File: src/rtl/shift_register_universal.sv
// Universal shift register: bidirectional serial shift, parallel load and hold,
// with a shift counter that pulses word_done once per WIDTH shifts.
module shift_register_universal #(
  parameter int unsigned WIDTH = 32,
  parameter logic [WIDTH-1:0] RESET_VAL = '0,
  localparam int unsigned CNT_W = $clog2(WIDTH + 1)
) (
  input  logic             clk,
  input  logic             clr,
  input  logic             ena,
  input  logic [1:0]       mode,
  input  logic             serial_in,
  input  logic [WIDTH-1:0] par_in,
  output logic [WIDTH-1:0] out,
  output logic             ser_up,
  output logic             ser_dn,
  output logic [CNT_W-1:0] count,
  output logic             word_done
);

  localparam logic [1:0] MODE_HOLD = 2'b00;
  localparam logic [1:0] MODE_UP   = 2'b01;
  localparam logic [1:0] MODE_DN   = 2'b10;
  localparam logic [1:0] MODE_LOAD = 2'b11;

  localparam logic [CNT_W-1:0] CNT_LAST = CNT_W'(WIDTH - 1);

  logic [WIDTH-1:0] out_q, out_d;
  logic [CNT_W-1:0] cnt_q, cnt_d;
  logic             done_q, done_d;
  logic             shift_c;

  // Next-state: data path selection, then the shared up/down shift counter
  always_comb begin
    out_d   = out_q;
    cnt_d   = cnt_q;
    done_d  = 1'b0;
    shift_c = 1'b0;
    if (ena) begin
      case (mode)
        MODE_UP: begin
          out_d   = {out_q[WIDTH-2:0], serial_in};
          shift_c = 1'b1;
        end
        MODE_DN: begin
          out_d   = {serial_in, out_q[WIDTH-1:1]};
          shift_c = 1'b1;
        end
        MODE_LOAD: begin
          out_d = par_in;
          cnt_d = '0;
        end
        MODE_HOLD: ;
        default: ;
      endcase
    end
    if (shift_c) begin
      if (cnt_q == CNT_LAST) begin
        cnt_d  = '0;
        done_d = 1'b1;
      end else begin
        cnt_d = cnt_q + CNT_W'(1);
      end
    end
  end

  always_ff @(posedge clk or posedge clr) begin
    if (clr) begin
      out_q  <= RESET_VAL;
      cnt_q  <= '0;
      done_q <= 1'b0;
    end else begin
      out_q  <= out_d;
      cnt_q  <= cnt_d;
      done_q <= done_d;
    end
  end

  assign out       = out_q;
  assign count     = cnt_q;
  assign word_done = done_q;
  // Serial taps come straight off the register, no extra delay
  assign ser_up    = out_q[WIDTH-1];
  assign ser_dn    = out_q[0];

endmodule

File: config.mk
export PLATFORM = sky130hd
export DESIGN_NAME = shift_register_universal
export DESIGN_NICKNAME = d
export VERILOG_FILES = /design/src/rtl/shift_register_universal.sv
export SDC_FILE = /design/constraint.sdc
export NUM_CORES = 1
export LEC_CHECK = 0
export CAP_MARGIN = 10
export CORE_ASPECT_RATIO = 1.1
export CORE_MARGIN = 2
export CORE_UTILIZATION = 44
export DETAILED_ROUTE_END_ITERATION = 8
export HOLD_SLACK_MARGIN = 0.02
export MAX_ROUTING_LAYER = met4
export PLACE_DENSITY = 0.82
export SLEW_MARGIN = 40
export SYNTH_ARGS = -nofsm -noshare
export SYNTH_HDL_FRONTEND = slang
export SYNTH_SLANG_ARGS = --single-unit
File: constraint.sdc
create_clock -name clk -period 1.9 [get_ports clk]
set_clock_uncertainty 0.05 [all_clocks]
set_input_delay 0.475 -clock clk [delete_from_list [all_inputs] [get_ports clk]]
set_output_delay 0.475 -clock clk [all_outputs]
set_load 0.01 [all_outputs]
==> results.toml, run 1 <==
[synthesis]
synthAdderAreaFrac = 0.0242
post-synth-top-count-cell = "dfrtp_1"
postSynthAreaPerCell_um2 = 9.18
synth.top_cell.area_share = 0.473
synth-seq-cells = 39
synth_xor_area_frac = 0
dominant_combinational_cell_family_by_area_after_synthesis = "compound AO/OA/AOI/OAI gates"
yosysSeqAreaShare = 0.473
synth_area_leaders = "dfrtp_1 (47%), a22o_1 (14%), a21oi_1 (7.8%), o21ai_0 (7.0%), nand2_1 (6.9%)"
synthesis.yosys.warnings = 0
syn-num-nets = 267
netlist_area_mm2 = 0.00206
synth.cells.most_frequent = "dfrtp_1 (39), nand2_1 (38), a22o_1 (34), a21oi_1 (32), o21ai_0 (29)"
postSynth.topFlopCell = "dfrtp_1"
fraction_of_synthesized_area_in_multiplexers = 0.00485
syn_inst = 225
simple_gate_portion_of_the_synthesized_area = 0.115
postSynth.asyncResetShare = 1.00
count_of_distinct_cell_types_in_the_synthesized_netlist = 25
synth-compound-area-share = 0.321
synth_top_area_cell = "dfrtp_1"
count_of_flip_flops_with_a_built_in_enable_after_synthesis = 0

[run_status]
run_status = "finished, final reports clean"

[worst_hold_path]
hold_path_class = "primary input to asynchronous set/reset pin"

[detailed_routing]
detail_route.wirelength_um = 5100
drt_drc_violations_left = 0
antenna_left = 0
routed_via_density = 5.59
dr.first_iter.drc_count = 178
drt_pre_antenna_iters = 4
vias = 1986
drt-wirelength-per-cell_um = 14.4

[final_layout]
insertedDiodeCount = 0
syn_to_final_growth_pct = 46.9
layout-drive-gt1-share = 0.0803
fin_area_mm2 = 0.00303
seqCellArea_um2 = 976
multiInputGateArea_um2 = 962
final.fill_count = 355
final_nets = 341

[global_route]
gr-usage-met3 = 0.0463
grt_usage = 0.207
grt_antenna_before_repair = 0
pin_count_of_the_biggest_net_entering_global_routing = 41
use_met1 = 0.262
met2_usage = 0.338
grt_busiest_layer = "met2"
grt_pass1_wl_um = 8600
grt_remaining_overflow = 0
vias_in_the_first_global_route = 1894

[clock_network]
clk_pin_slew_worst_paths_ps = 70
cts.repair.resized = 0
htree_levels = 2
postCtsSetupRepairBufs = 0
clockRootBuffer = "clkbuf_8"
cts_tree = "done"
clock-sinks = 39
number_of_buffers_inserted_during_clock_tree_synthesis = 5
worst_skew_pair.late_latency_ps = 280
clk_path_buf_depth = 2
hold_buffers = 0

[power]
leakage_nw = 1.28
power_per_cell_area_mw_per_mm2 = 945
vdd.ir_drop.worst_mv = 0.668

[critical_path]
worst_path_max_delay_cell = "clkdlybuf4s50_1"
worstSetupPathType = "flip-flop to output pin"
worstPathBufferInverterCount = 1
worst_ep_required_time_ps = 1370
crit_path_cell_trace = "clkdlybuf4s50_1"
crit_path_start_kind = "flip-flop"
cp_top_family = "buffers and inverters"
crit_path_max_incr_delay_ps = 580
critical_path.endpoint_type = "output pin"
path_max_fanout = 7
worst_ep_arrival_time_ps = 1320

[die]
floorplan.core_area_mm2 = 0.00459
floorplan.initialDensity = 0.450
die_w_um = 69.3
die_area_mm2 = 0.00526
die_y_um = 75.8
io_pins = 79
rows = 26

[timing]
final_period_minus_worst_setup_slack_ps = 1850
layout_setup_ws_ps = 54.4
period_share = 0.971
max_freq_mhz = 542
grt_setup_unrepaired = "no"
report.final.slew_viol_count = 0
tightest_slew_margin_relative_to_the_limit = 0.804
tightestPinTransition_ps = 292
timing.final.hold_violations = 0
final-setup-viol-count = 0

[run]
max-cap-violations = 0

[placement]
post_dp_cell_area_mm2 = 0.00295
buffer_ports.inserted = 78
pre_cts_slack_ps = -173
dp.final_hpwl_um = 3570
finalWeightedCongestion = 0.733
[layout make-up]
type,count,share of cell area
repair buffers,89,0.305
multi-input cells,161,0.317
flip-flops and latches,39,0.322
inverters,3,0.00371
clock buffers,6,0.0272
clock inverters,1,0.00165
well taps,56,0.0231
[cells in the final DEF (no fill, tap or decap)]
master / count
a21oi_1: 32
a22o_1: 34
a22o_2: 1
a32o_1: 2
and3b_1: 1
and4_2: 1
buf_12: 5
buf_4: 6
clkbuf_8: 6
clkdlybuf4s50_1: 78
clkinv_2: 1
dfrtp_1: 39
ha_1: 4
inv_1: 3
mux2i_1: 1
nand2_1: 38
nand2b_2: 1
nand3_1: 3
nand3_2: 1
nand4_1: 3
nor2_1: 2
nor2_2: 1
o21ai_0: 29
o21ai_1: 6
or3b_4: 1
[worst paths after layout]
path	from	to	slack (ps)	cells past startpoint
max	count[0]$_DFFE_PP0P_	count[0]	50	1
min	clr	out[26]$_DFFE_PP0P_	480	3
max reg2reg	count[0]$_DFFE_PP0P_	count[3]$_DFFE_PP0P_	270	4
min reg2reg	out[27]$_DFFE_PP0P_	out[27]$_DFFE_PP0P_	490	2
max in group asynchronous	clr	count[1]$_DFFE_PP0P_	1120	3
min in group clk	out[27]$_DFFE_PP0P_	out[27]$_DFFE_PP0P_	490	2
[through the flow]
| step | instances | utilization | hold slack [ps] | power, mW | setup TNS (ps) |
|---|---|---|---|---|---|
| after detailed placement | 348 | 0.642 | 476 | 2.33 | -3930 |
| after global routing | 355 | 0.661 | 526 | 3.05 | 0 |
| after CTS | 355 | 0.661 | 492 | 2.89 | 0 |
| final | 355 | 0.661 | 483 | 2.87 | 0 |
| after global placement | 348 | 0.642 | 464 | 2.30 | -3000 |
| after floorplan | 225 | - | 502 | 1.72 | 0 |
[registers in the layout, indices dropped and copies added, names as in the netlist]
register	cells
out	32
count	6
word_done	1
[cell families (layout without fill, tap and decap cells)]
kind of cell	Yosys count	in the layout
buffers and inverters	25	99
flip-flops	39	39
AO/OA/AOI/OAI	104	104
adder cells (fa/ha/maj)	4	4
AND/OR/NAND/NOR	52	52
multiplexers	1	1
[power breakdown]
group / internal [mW] / leakage, nW / switching [mW] / total (mW)
clock network: 0.285 / 0.0470 / 0.277 / 0.562
registers: 1.02 / 0.499 / 0.222 / 1.24
logic: 0.634 / 0.732 / 0.433 / 1.07
[metal layers]
layer,vias up,share of wire
met5,-,0
met4,0,0.0071
met3,5,0.062
met2,67,0.47
met1,949,0.46
li1,965,-
Power figures use the tool's default switching activity.
==> run 2, diff against run 1 <==
- ABC_AREA: unset -> 0
- CTS_CLUSTER_SIZE: unset -> 20
==> results of run 2 <==
Same layout as run 1: the final DEF is identical, and so are final timing and power.
